--- src/rtl/uart_tx_arbiter_if.sv ---
// Requester/UART write-port bundle for uart_tx_arbiter.
//   master : client side + UART top (drives req/len/data/tx_full)
//   slave  : the arbiter (drives wr_uart/w_data/grant/data_ack/done/busy)
// Signals:
//   req      per-requester packet request (level)
//   len      packed packet lengths, requester i at [i*LEN_WIDTH +: LEN_WIDTH]
//   data     packed current byte per requester
//   tx_full  TX FIFO full from UART top
//   wr_uart  write strobe into TX FIFO
//   w_data   byte written into TX FIFO
//   grant    one-hot owner of the port
//   data_ack one-cycle pulse, owner's current byte was written
//   done     one-cycle pulse, owner's packet is complete
//   busy     arbiter is not idle
interface uart_tx_arbiter_if #(
  parameter int NUM_REQ    = 4,
  parameter int DBIT_WIDTH = 8,
  parameter int LEN_WIDTH  = 8
);
  logic [NUM_REQ-1:0]            req;
  logic [NUM_REQ*LEN_WIDTH-1:0]  len;
  logic [NUM_REQ*DBIT_WIDTH-1:0] data;
  logic                          tx_full;
  logic                          wr_uart;
  logic [DBIT_WIDTH-1:0]         w_data;
  logic [NUM_REQ-1:0]            grant;
  logic [NUM_REQ-1:0]            data_ack;
  logic [NUM_REQ-1:0]            done;
  logic                          busy;

  modport master (
    output req, len, data, tx_full,
    input  wr_uart, w_data, grant, data_ack, done, busy
  );

  modport slave (
    input  req, len, data, tx_full,
    output wr_uart, w_data, grant, data_ack, done, busy
  );
endinterface

--- src/rtl/uart_tx_arbiter.sv ---
// Round-robin, packet-atomic arbiter sharing one UART TX FIFO write port
// among NUM_REQ requesters. A granted requester keeps the port until all
// of its latched LEN bytes have been written; writes happen only while
// tx_full is low.
// Ports:
//   clk  system clock, rising edge
//   rst  asynchronous active-low reset
//   bus  uart_tx_arbiter_if.slave (req/len/data/tx_full in,
//        wr_uart/w_data/grant/data_ack/done/busy out)
module uart_tx_arbiter #(
  parameter int NUM_REQ    = 4,
  parameter int DBIT_WIDTH = 8,
  parameter int LEN_WIDTH  = 8,
  parameter int IDX_WIDTH  = 2
) (
  input  logic             clk,
  input  logic             rst,
  uart_tx_arbiter_if.slave bus
);

  typedef enum logic [1:0] {IDLE, SEND, DONE} state_t;

  state_t                 state;
  logic [IDX_WIDTH-1:0]   grant_idx;
  logic [IDX_WIDTH-1:0]   rr_ptr;
  logic [NUM_REQ-1:0]     grant_q;
  logic [NUM_REQ-1:0]     done_q;
  logic [LEN_WIDTH-1:0]   cnt;

  logic [LEN_WIDTH-1:0]   len_arr  [NUM_REQ];
  logic [DBIT_WIDTH-1:0]  data_arr [NUM_REQ];

  logic                   sel_vld;
  logic [IDX_WIDTH-1:0]   sel_idx;
  logic [IDX_WIDTH-1:0]   cand;
  logic                   wr;

  for (genvar i = 0; i < NUM_REQ; i++) begin : g_unpack
    assign len_arr[i]  = bus.len[i*LEN_WIDTH +: LEN_WIDTH];
    assign data_arr[i] = bus.data[i*DBIT_WIDTH +: DBIT_WIDTH];
  end

  // Scan from the lowest priority offset down to rr_ptr itself, so the
  // last hit (closest to rr_ptr) is the one that sticks.
  always_comb begin
    sel_vld = 1'b0;
    sel_idx = '0;
    cand    = '0;
    for (int k = NUM_REQ - 1; k >= 0; k--) begin
      cand = IDX_WIDTH'((int'(rr_ptr) + k) % NUM_REQ);
      if (bus.req[cand]) begin
        sel_vld = 1'b1;
        sel_idx = cand;
      end
    end
  end

  assign wr           = (state == SEND) && !bus.tx_full;
  assign bus.wr_uart  = wr;
  assign bus.w_data   = (state == SEND) ? data_arr[grant_idx] : '0;
  assign bus.data_ack = wr ? grant_q : '0;
  assign bus.grant    = grant_q;
  assign bus.done     = done_q;
  assign bus.busy     = (state != IDLE);

  always_ff @(posedge clk or negedge rst) begin
    if (!rst) begin
      state     <= IDLE;
      grant_idx <= '0;
      grant_q   <= '0;
      done_q    <= '0;
      cnt       <= '0;
      rr_ptr    <= '0;
    end else begin
      case (state)
        IDLE: begin
          if (sel_vld) begin
            grant_idx <= sel_idx;
            grant_q   <= NUM_REQ'(1) << sel_idx;
            cnt       <= len_arr[sel_idx];
            // Zero-length packet: skip SEND, still owe the requester a done.
            if (len_arr[sel_idx] == '0) begin
              state  <= DONE;
              done_q <= NUM_REQ'(1) << sel_idx;
            end else begin
              state  <= SEND;
            end
          end
        end
        SEND: begin
          if (wr) begin
            cnt <= cnt - LEN_WIDTH'(1);
            if (cnt == LEN_WIDTH'(1)) begin
              state  <= DONE;
              done_q <= grant_q;
            end
          end
        end
        DONE: begin
          done_q  <= '0;
          grant_q <= '0;
          state   <= IDLE;
          rr_ptr  <= (grant_idx == IDX_WIDTH'(NUM_REQ - 1)) ? '0
                                                           : grant_idx + IDX_WIDTH'(1);
        end
        default: state <= IDLE;
      endcase
    end
  end

endmodule

--- src/flat_wrapper.sv ---
// flat-port wrapper written by rule: the top's interface ports become plain ports
module uart_tx_arbiter_flat 
#(
  parameter int NUM_REQ    = 4,
  parameter int DBIT_WIDTH = 8,
  parameter int LEN_WIDTH  = 8,
  parameter int IDX_WIDTH  = 2
)
  (clk, rst, bus_req, bus_len, bus_data, bus_tx_full, bus_wr_uart, bus_w_data, bus_grant, bus_data_ack, bus_done, bus_busy);
  uart_tx_arbiter_if #(.NUM_REQ(NUM_REQ), .DBIT_WIDTH(DBIT_WIDTH), .LEN_WIDTH(LEN_WIDTH)) bus_i ();
  input  logic clk;
  input  logic rst;
  input wire logic [$bits(bus_i.req)-1:0] bus_req;
  input wire logic [$bits(bus_i.len)-1:0] bus_len;
  input wire logic [$bits(bus_i.data)-1:0] bus_data;
  input wire logic [$bits(bus_i.tx_full)-1:0] bus_tx_full;
  output wire logic [$bits(bus_i.wr_uart)-1:0] bus_wr_uart;
  output wire logic [$bits(bus_i.w_data)-1:0] bus_w_data;
  output wire logic [$bits(bus_i.grant)-1:0] bus_grant;
  output wire logic [$bits(bus_i.data_ack)-1:0] bus_data_ack;
  output wire logic [$bits(bus_i.done)-1:0] bus_done;
  output wire logic [$bits(bus_i.busy)-1:0] bus_busy;
  assign bus_i.req = bus_req;
  assign bus_i.len = bus_len;
  assign bus_i.data = bus_data;
  assign bus_i.tx_full = bus_tx_full;
  assign bus_wr_uart = bus_i.wr_uart;
  assign bus_w_data = bus_i.w_data;
  assign bus_grant = bus_i.grant;
  assign bus_data_ack = bus_i.data_ack;
  assign bus_done = bus_i.done;
  assign bus_busy = bus_i.busy;
  uart_tx_arbiter #(.NUM_REQ(NUM_REQ), .DBIT_WIDTH(DBIT_WIDTH), .LEN_WIDTH(LEN_WIDTH), .IDX_WIDTH(IDX_WIDTH)) u_core (.clk(clk), .rst(rst), .bus(bus_i));
endmodule
--- config.mk ---
export PLATFORM = sky130hd
export DESIGN_NAME = uart_tx_arbiter_flat
export DESIGN_NICKNAME = d
export VERILOG_FILES = /design/src/rtl/uart_tx_arbiter_if.sv /design/src/rtl/uart_tx_arbiter.sv /design/src/flat_wrapper.sv
export SDC_FILE = /design/constraint.sdc
export NUM_CORES = 1
export LEC_CHECK = 0
export BUFFER_PORTS_ARGS = -buffer_cell sky130_fd_sc_hd__clkbuf_2
export CORE_MARGIN = 1.5
export CORE_UTILIZATION = 42
export CTS_CLUSTER_DIAMETER = 40
export CTS_CLUSTER_SIZE = 8
export DETAILED_ROUTE_END_ITERATION = 16
export PLACE_DENSITY = 0.83
export SETUP_SLACK_MARGIN = 0.02
export SYNTH_ARGS = -nofsm -noshare
export SYNTH_HDL_FRONTEND = slang
export SYNTH_SLANG_ARGS = --single-unit
--- constraint.sdc ---
create_clock -name clk -period 2.4 [get_ports clk]
set_clock_uncertainty 0.15 [all_clocks]
set_input_delay 0.72 -clock clk [delete_from_list [all_inputs] [get_ports clk]]
set_output_delay 0.72 -clock clk [all_outputs]
set_load 0.02 [all_outputs]
==> impl_metrics.csv, run 1 <==
group,metric,value,unit
global_route,grt_pass1_vias,2048,
timing,final_max_slew_viol_count,0,
clocking,cts-root-buf,"clkbuf_8",
timing,fin_crit,2.76,ns
timing,maxSlewHeadroom,61.5,%
yosys,synth_mux_area_share,23.6,%
pwr,power.switching,0.00157,W
global_route,grt_max_degree,23,
die,core,4320,sq um
yosys,synth_top_family_by_area,"multiplexers",
setup_path,cp-start-kind,"input port",
detailed_routing,drc,0,
die,initial_core_util,43.6,%
die,die_area,4900,sq um
global_route,antenna_found_initial,0,
cells_and_area,multiInputGateArea,1330,sq um
yosys,synth_cells,204,
timing,hold_viol_final,0,
cells_and_area,seqCellArea,551,sq um
status,outcome,"complete, but fails checks",
die,ioPinCount,93,
cells_and_area,nets,413,
die,dieHeight,70.0,um
setup_path,end_kind,"register",
yosys,synth-xor-area-share,0,%
global_route,grtUsageMet2,41.9,%
cells_and_area,drive_above_1_share,55.8,%
clocking,cts.path.max_buffers,2,
yosys,yosys_warnings,0,
global_route,grt_usage,23.4,%
detailed_routing,drt_iter0_markers,145,
place,dpl.hpwl,4390,um
detailed_routing,wl,5760,um
clocking,h-tree-depth,1,
pwr,netSwitchingFraction,43.1,%
yosys,synth_cell_types,44,
yosys,synth_ff_type,"dfrtp_1",
yosys,synth_area_leaders,"dfrtp_1, mux4_2, mux2i_1",
global_route,grt_busiest_layer,"met2",
pwr,internal-power,0.00207,W
clocking,cts-buffers-inserted,3,
timing,worst_pin_slew,0.577,ns
yosys,synth_fa_ha_area_share,3.98,%
pwr,pwr-share-clk,7.5,%
setup_path,crit_required,2.41,ns
cells_and_area,finalInstanceArea,2940,sq um
yosys,yosys.area_share.simple,21.2,%
detailed_routing,dr_total_vias,2128,
pwr,ir_drop,0.780,mV
yosys,ys_seq_area_share,29.2,%
global_route,grt_overflow_total,0,
timing,layout_setup_ws,-0.364,ns
setup_path,critPathKind,"input port to register",
yosys,synth_area_leader_cell,"dfrtp_1",
timing,setup_viol,14,
pwr,seq_power_share,20.0,%
pwr,power_leakage,1.49,nW
setup_path,crit_fanout,11,
pwr,pwr-share-comb,72.5,%
detailed_routing,wl_per_cell,14.9,um
status,violations,"setup timing",
global_route,grt_pass1_wl,9340,um
timing,whs,0.283,ns
detailed_routing,ant_nets,0,
yosys,synthTopCellsByCount,"nand2_1, dfrtp_1, mux2i_1, o21ai_0, nand3_1",
clocking,insertion_delay,0.27,ns
die,rows,24,
yosys,ys_seq_elements,22,
die,die_width,70.0,um
timing,fmax,362,MHz
detailed_routing,drtPass1Iterations,5,
flow_run,cap_violations,0,
cells_and_area,diodes,0,
clocking,cts.sinks,22,
setup_path,cp_data_arrival_time,2.77,ns
place,place_area,2670,sq um
timing,period_share,115,%
clocking,hold_buffers,0,
cells_and_area,nFillCells,334,
clocking,cts_tree,"built",
detailed_routing,via_per_inst,5.50,
yosys,synth_top_area_share,29.2,%
place,gp_congestion,0.879,
pwr,power.density,1240,nW/um^2
yosys,synth-compound-area-share,17.2,%
yosys,postSynthAreaPerCell,9.24,sq um
timing,fin_setup_tns,-2.22,ns
place,io_buffers,92,
yosys,async_flop_share,100,%
global_route,grt_use_met1,29.3,%
clocking,clk_pin_slew,0.08,ns
timing,rsz0062_at_grt,"yes",
worst_hold_path,hold_path.class,"input port to asynchronous set/reset pin",
cells_and_area,fin_util,68.0,%
global_route,met3_usage,2.74,%
cells_and_area,area_growth,56.0,%
yosys,synth.cell_area,1880,sq um
yosys,synth_edf_count,0,
yosys,syn_nets,281,
yosys,yosys.cell_count.top_type,"nand2_1",
==> critical path, stage by stage <==
cell and delay, ns:
clkbuf_8 0.12, nor2b_4 0.13, o32a_1 0.37, buf_12 0.16
mux2i_1 0.15, mux2i_1 0.12, nor4_2 0.33, and4_4 0.29
o21ai_4 0.09, mux2_4 0.31
==> kinds of logic (layout without fill, tap and decap cells) <==
group | Yosys count | after routing
muxes | 32 | 32
and+or+nand+nor | 79 | 79
adders and majority gates | 6 | 6
AOI/OAI and AO/OA | 46 | 46
DFF | 22 | 22
buffers and inverters | 19 | 150
==> area by class of cell <==
class	count	area share, %
multi-input cells	163	45.2
clock buffers	4	1.87
inverters	8	1.06
flip-flops and latches	22	18.7
well taps	52	2.21
repair buffers	138	30.9
==> per-layer routing <==
metal	vias up	routed length, um
met2	88	2920
met4	0	121
met1	1012	2430
met3	13	289
met5	-	0
li1	1015	-
==> per-stage QoR <==
step / power, W / instances / setup slack [ns]
after floorplan: 0.00221 / 204 / -0.385
after detailed placement: 0.00302 / 376 / -0.757
after CTS: 0.00340 / 384 / -0.395
after global placement: 0.00295 / 376 / -0.626
after global routing: 0.00389 / 387 / -0.519
final: 0.00364 / 387 / -0.364
==> path summary, 6_finish.rpt <==
check / from / endpoint / slack [ns] / depth (start not counted)
hold reg to reg: u_core.bus.done[1]$_DFFE_PN0P_ / u_core.bus.done[1]$_DFFE_PN0P_ / 0.38 / 1
hold / removal: rst / u_core.cnt[0]$_DFFE_PN0P_ / 0.28 / 1
min in group clk: u_core.bus.done[1]$_DFFE_PN0P_ / u_core.bus.done[1]$_DFFE_PN0P_ / 0.38 / 1
setup / recovery: bus_req[2] / u_core.bus.done[2]$_DFFE_PN0P_ / -0.36 / 10
max in group asynchronous: rst / u_core.bus.done[1]$_DFFE_PN0P_ / 1.44 / 1
setup reg to reg: u_core.rr_ptr[0]$_DFFE_PN0P_ / u_core.bus.done[2]$_DFFE_PN0P_ / -0.22 / 10
==> layout by cell type (no fill, tap or decap), types with 2 or more instances in the layout <==
cell type,instances
a21oi_1,7
a21oi_2,2
a22o_1,2
and2_1,4
and2_4,8
buf_4,42
buf_6,11
buf_8,2
clkbuf_2,80
clkbuf_8,5
dfrtp_1,22
ha_1,4
inv_1,6
mux2_2,2
mux2_4,5
mux2i_1,17
mux4_2,8
nand2_1,26
nand2b_1,3
nand3_1,13
nor2_1,8
nor3_1,5
nor4_2,2
o21ai_0,15
o221a_2,4
o31ai_1,3
or3_1,2
==> power groups by stage <==
stage               registers, W  logic (W)  clock network, W
floorplan               0.000725    0.00148                 0
global placement        0.000702    0.00225                 0
detailed placement      0.000708    0.00232                 0
CTS                     0.000712    0.00242          0.000274
global route            0.000744    0.00286          0.000290
finish                  0.000727    0.00264          0.000274
==> state kept, by name (all words and copies together) (netlist names) <==
| signal | count |
|---|---|
| u_core.grant_idx | 2 |
| u_core.rr_ptr | 2 |
| u_core.cnt | 8 |
| u_core.bus.done | 4 |
| u_core.state | 2 |
| u_core.bus.grant | 4 |
==> what timing repair did <==
| action | CTS | global route |
|---|---|---|
| pin swaps | 2 | 7 |
| resized for setup | 13 | 43 |
| setup buffers | 4 | 3 |
| setup endpoints to repair | 18 | 19 |
No activity file was read; power rests on OpenSTA's default activity.
==> inputs of run 2 (changes only) <==
==> constraint.sdc (replaced) <==
create_clock -name clk -period 2.4 [get_ports clk]
set_clock_uncertainty 0.15 [all_clocks]
set_input_delay 0.48 -clock clk [delete_from_list [all_inputs] [get_ports clk]]
set_output_delay 0.48 -clock clk [all_outputs]
set_load 0.02 [all_outputs]
==> run 2 against run 1 <==
The flow still finishes with violations (setup timing). Critical path depth is 1 higher. Clock power is 16% lower. Worst hold slack worse by 0.25 ns. Combinational power is 11% lower. Sequential share of layout area is 1.5 points higher. Register-to-register slack better by 0.03 ns. First-iteration DRC count is 23% lower. Highest routed layer unchanged.
==> impl_metrics.csv, run 2 (synthesized netlist as in run 1, its figures left out) <==
group,metric,value,unit
status,outcome,"complete, but fails checks",
status,violations,"setup timing",
worst_hold_path,hold_path.class,"input port to asynchronous set/reset pin",
clocking,insertion_delay,0.27,ns
clocking,cts.sinks,22,
place,gp_congestion,0.831,
timing,worst_pin_slew,0.552,ns
cells_and_area,fin_util,63.5,%
timing,fin_crit,2.60,ns
detailed_routing,drc,0,
cells_and_area,layout_commonest_cell,"clkbuf_2",
pwr,seq_power_share,22.8,%
setup_path,cp_cell_sequence,"clkbuf_2 > nand2b_4 > a21oi_4 > o32a_4 > buf_16 > mux2i_1 > mux2i_1 > nor4_2 > and4_4 > o21ai_4 > mux2_4",
global_route,grt_pass1_wl,9230,um
setup_path,crit_buf_inv,2,
clocking,cts-buffers-inserted,3,
setup_path,cp-start-kind,"input port",
clocking,clk_pin_slew,0.08,ns
die,ioPinCount,93,
cells_and_area,top_register,"u_core.cnt",
cells_and_area,multiInputGateArea,1280,sq um
global_route,grtUsageMet2,41.8,%
cells_and_area,diodes,0,
setup_path,crit_fanout,5,
cells_and_area,seqCellArea,556,sq um
timing,maxSlewHeadroom,63.2,%
clocking,cts_tree,"built",
pwr,power_leakage,1.41,nW
detailed_routing,dr_total_vias,2011,
die,core,4320,sq um
setup_path,cp_data_arrival_time,2.60,ns
global_route,grt_usage,23.4,%
place,place_area,2610,sq um
detailed_routing,wl_per_cell,14.7,um
place,place_ws,-0.509,ns
die,die_area,4900,sq um
die,die_width,70.0,um
setup_path,rr_worst_depth,10,
global_route,antenna_found_initial,0,
place,io_buffers,92,
timing,final_max_slew_viol_count,0,
setup_path,slowest_stage,"o32a_4",
global_route,grt_max_degree,23,
timing,period_share,108,%
detailed_routing,via_per_inst,5.33,
global_route,grt_pass1_vias,2029,
pwr,pwr-share-clk,6.9,%
detailed_routing,wl,5530,um
timing,setup_viol,5,
global_route,met3_usage,3.03,%
setup_path,critPathKind,"input port to register",
setup_path,end_kind,"register",
setup_path,worstSetupPathDepth,11,
setup_path,crit_required,2.40,ns
detailed_routing,drt_iter0_markers,111,
global_route,grt_overflow_total,0,
timing,fmax,384,MHz
place,dp.cells,369,
place,dpl.hpwl,4380,um
detailed_routing,drtPass1Iterations,4,
global_route,grt_busiest_layer,"met2",
pwr,pwr-share-comb,70.2,%
timing,whs,0.0334,ns
cells_and_area,fin_cells,377,
die,dieHeight,70.0,um
clocking,cts.path.max_buffers,2,
cells_and_area,largest_reg_flops,8,
clocking,hold_buffers,0,
setup_path,slowest_delay,0.36,ns
cells_and_area,area_growth,45.8,%
die,initial_core_util,43.6,%
pwr,internal-power,0.00185,W
flow_run,cap_violations,0,
timing,layout_setup_ws,-0.203,ns
setup_path,cp_common_cell,"mux2i_1",
setup_path,timing.rr.end,"u_core.bus.done[2]$_DFFE_PN0P_",
cells_and_area,nFillCells,379,
pwr,power.density,1210,nW/um^2
die,rows,24,
pwr,power.switching,0.00148,W
detailed_routing,ant_nets,0,
pwr,ir_drop,0.639,mV
cells_and_area,mostFrequentLayoutCells,"clkbuf_2, buf_4, nand2_1",
clocking,h-tree-depth,1,
cells_and_area,finalInstanceArea,2750,sq um
timing,hold_viol_final,0,
cells_and_area,drive_above_1_share,50.8,%
global_route,grt_use_met1,28.9,%
setup_path,r2r-start,"u_core.rr_ptr[0]$_DFFE_PN0P_",
setup_path,cp_top_family,"simple AND/OR/NAND/NOR gates",
setup_path,reg2reg_slack,-0.19,ns
timing,rsz0062_at_grt,"yes",
cells_and_area,nets,404,
pwr,netSwitchingFraction,44.5,%
clocking,cts-root-buf,"clkbuf_8",
setup_path,critPathLaunch,"bus_req[1]",
==> run 2: repair_timing <==
action	CTS	global route
pin swaps	4	5
hold endpoints to repair	0	0
buffers inserted	2	2
cloned	1	0
gates resized for setup	6	5
setup endpoints to repair	14	11
==> run 2: metrics by stage <==
| stage | total power [W] | TNS [ns] |
|---|---|---|
| 2_1_floorplan | 0.00220 | -0.581 |
| 6_report | 0.00333 | -0.868 |
| 5_1_grt | 0.00359 | -1.32 |
| 4_1_cts | 0.00328 | -0.839 |
| 3_5_place_dp | 0.00296 | -2.71 |
| 3_3_place_gp | 0.00288 | -1.89 |
==> run 2: worst max path at each step <==
stage / endpoint / slack (ns)
2_1_floorplan: u_core.bus.done[0]$_DFFE_PN0P_ / -0.15
3_3_place_gp: u_core.bus.done[3]$_DFFE_PN0P_ / -0.37
3_5_place_dp: u_core.bus.done[2]$_DFFE_PN0P_ / -0.51
4_1_cts: u_core.bus.done[2]$_DFFE_PN0P_ / -0.20
5_1_grt: u_core.bus.done[2]$_DFFE_PN0P_ / -0.27
6_report: u_core.bus.done[2]$_DFFE_PN0P_ / -0.20
==> run 2: power groups by stage <==
stage | registers, W | logic (W) | clock network (W)
floorplan | 0.000725 | 0.00148 | 0
global placement | 0.000740 | 0.00214 | 0
detailed placement | 0.000752 | 0.00221 | 0
CTS | 0.000749 | 0.00230 | 0.000231
global route | 0.000791 | 0.00256 | 0.000245
finish | 0.000761 | 0.00234 | 0.000231
==> run 2: cell type report <==
class                      instances  share of cell area [%]
multi-input combinational        163                    46.8
timing repair buffer             129                    28.1
sequential                        22                    20.2
tap                               52                    2.37
clock buffer                       3                    1.50
inverter                           8                    1.09
==> run 2: per-layer routing <==
metal  wire length [um]  vias to the layer above
met1               2340                      930
li1                   -                      996
met3                244                       11
met5                  0                        -
met2               2840                       74
met4                109                        0
==> inputs of run 3 (changes only) <==
--- a/constraint.sdc
+++ b/constraint.sdc
@@ -4,2 +4,2 @@
 set_output_delay 0.48 -clock clk [all_outputs]
-set_load 0.02 [all_outputs]
+set_load 0.05 [all_outputs]
==> run 3 against run 2 <==
The flow still finishes with violations (setup timing). Utilization increased by 1.4 points. Sequential share of layout area fell by 0.47 points. First-iteration DRC count is 2.7% higher. Sequential cell count did not move. Power grew 11%. Worst hold slack got worse by 0.0057 ns. Critical endpoint is now u_core.bus.done[1]$_DFFE_PN0P_. Highest routed layer unchanged. Routed wire length shrank 1.7%. Non-clock buffer count up 3. Worst setup slack got worse by 0.015 ns. Cell area rose by 2.1%.
==> impl_metrics.csv, run 3 (synthesized netlist as in run 1, its figures left out) <==
group,metric,value,unit
detailed_routing,via_per_inst,5.39,
detailed_routing,dr_total_vias,2054,
detailed_routing,drtPass1Iterations,4,
timing,rsz0062_at_grt,"yes",
pwr,pwr-share-comb,73.0,%
cells_and_area,fin_cells,381,
pwr,seq_power_share,19.4,%
global_route,grt_pass1_wl,8940,um
die,die_width,70.0,um
cells_and_area,nets,407,
status,outcome,"complete, but fails checks",
clocking,insertion_delay,0.27,ns
global_route,grt_max_degree,23,
setup_path,crit_required,2.42,ns
clocking,h-tree-depth,1,
place,place_ws,-0.529,ns
pwr,pwr-share-clk,7.6,%
global_route,grt_usage,22.6,%
die,ioPinCount,93,
cells_and_area,largest_reg_flops,8,
place,dpl.hpwl,4290,um
detailed_routing,drt_iter0_markers,114,
clocking,cts-root-buf,"clkbuf_8",
cells_and_area,mostFrequentLayoutCells,"clkbuf_2, buf_4, nand2_1",
status,violations,"setup timing",
place,io_buffers,92,
cells_and_area,layout_commonest_cell,"clkbuf_2",
pwr,power.switching,0.00176,W
setup_path,end_kind,"register",
timing,fin_crit,2.62,ns
setup_path,cp_top_family,"simple AND/OR/NAND/NOR gates",
setup_path,worstSetupPathDepth,10,
timing,layout_setup_ws,-0.217,ns
die,rows,24,
clocking,clk_pin_slew,0.08,ns
setup_path,cp_data_arrival_time,2.63,ns
place,gp_congestion,0.843,
setup_path,cp-start-kind,"register",
flow_run,cap_violations,0,
timing,period_share,109,%
worst_hold_path,hold_path.class,"input port to asynchronous set/reset pin",
cells_and_area,drive_above_1_share,51.1,%
setup_path,critPathKind,"register to register",
setup_path,rr_worst_depth,10,
global_route,antenna_found_initial,0,
setup_path,cp_cell_sequence,"inv_2 > a21oi_2 > o32a_1 > buf_12 > mux2i_1 > mux2i_1 > nor4_2 > and4_4 > o21ai_4 > mux2_4",
cells_and_area,area_growth,48.9,%
clocking,cts-buffers-inserted,3,
timing,worst_pin_slew,0.557,ns
setup_path,crit_buf_inv,2,
detailed_routing,wl_per_cell,14.3,um
timing,maxSlewHeadroom,62.9,%
setup_path,crit_fanout,12,
detailed_routing,wl,5440,um
setup_path,cp_common_cell,"mux2i_1",
pwr,ir_drop,0.561,mV
detailed_routing,drc,0,
timing,final_max_slew_viol_count,0,
die,die_area,4900,sq um
timing,fin_setup_tns,-0.977,ns
timing,fmax,382,MHz
place,dp.cells,370,
pwr,power.density,1310,nW/um^2
clocking,cts_tree,"built",
die,core,4320,sq um
cells_and_area,top_register,"u_core.cnt",
pwr,power_leakage,1.43,nW
global_route,grt_overflow_total,0,
setup_path,slowest_delay,0.43,ns
clocking,cts.path.max_buffers,2,
pwr,internal-power,0.00193,W
timing,setup_viol,5,
cells_and_area,diodes,0,
pwr,netSwitchingFraction,47.7,%
die,initial_core_util,43.6,%
die,dieHeight,70.0,um
timing,hold_viol_final,0,
setup_path,slowest_stage,"dfrtp_1",
detailed_routing,ant_nets,0,
clocking,cts.sinks,22,
global_route,grt_pass1_vias,2016,
==> run 3: final timing paths <==
check	startpoint	to	slack [ns]
worst max-delay path	u_core.rr_ptr[0]$_DFFE_PN0P_	u_core.bus.done[1]$_DFFE_PN0P_	-0.22
worst min-delay path	rst	u_core.bus.done[0]$_DFFE_PN0P_	0.03
worst max register to register	u_core.rr_ptr[0]$_DFFE_PN0P_	u_core.bus.done[1]$_DFFE_PN0P_	-0.22
worst min register to register	u_core.bus.done[0]$_DFFE_PN0P_	u_core.bus.done[0]$_DFFE_PN0P_	0.37
max in group asynchronous	rst	u_core.grant_idx[0]$_DFFE_PN0P_	1.66
min in group clk	u_core.bus.done[0]$_DFFE_PN0P_	u_core.bus.done[0]$_DFFE_PN0P_	0.37
==> run 3: final cells by class <==
| class | count | area [sq um] |
|---|---|---|
| fill | 385 | 1520 |
| multi-input combinational | 163 | 1270 |
| timing repair buffer | 132 | 828 |
| sequential | 22 | 554 |
| tap | 52 | 65.1 |
| clock buffer | 4 | 55.1 |
| inverter | 8 | 30.0 |
==> run 3: per-layer routing <==
metal  up-vias  share of wire [%]  global-route usage, %
li1       1001                  -                      -
met1       967                 41                   27.4
met2        75                 50                   39.8
met3        11                5.8                   3.46
met4         0                2.2                   9.40
met5         -                  0                      0
==> run 3: repair_timing <==
| item | 4_1_cts | 5_1_grt |
|---|---|---|
| resized for setup | 16 | 12 |
| hold buffers | 0 | 0 |
| setup endpoints to repair | 14 | 18 |
| pin swaps | 3 | 2 |
| setup buffers | 2 | 5 |
==> run 3: worst register-to-register path: cells and delay by family, from the launching register on <==
kind / cells / cell delay, ns
AO/OA/AOI/OAI: 3 / 0.43
buffers and inverters: 2 / 0.22
flip-flops: 1 / 0.43
multiplexers: 3 / 0.63
AND/OR/NAND/NOR: 2 / 0.64
==> run 3: through the flow <==
stage          area, sq um  total power (W)  utilization [%]  hold WS [ns]
5_1_grt               2810          0.00394             64.9        0.0925
6_report              2810          0.00369             64.9        0.0276
3_5_place_dp          2630          0.00324             60.8         0.354
3_3_place_gp          2630          0.00317             60.8         0.342
2_1_floorplan         1900          0.00248                -        0.0344
4_1_cts               2750          0.00361             63.7        0.0729
==> run 3: power groups by stage <==
| stage | logic (W) | registers [W] | clock network (W) |
|---|---|---|---|
| floorplan | 0.00166 | 0.000820 | 0 |
| global placement | 0.00243 | 0.000742 | 0 |
| detailed placement | 0.00250 | 0.000745 | 0 |
| CTS | 0.00259 | 0.000746 | 0.000276 |
| global route | 0.00291 | 0.000742 | 0.000295 |
| finish | 0.00269 | 0.000716 | 0.000282 |
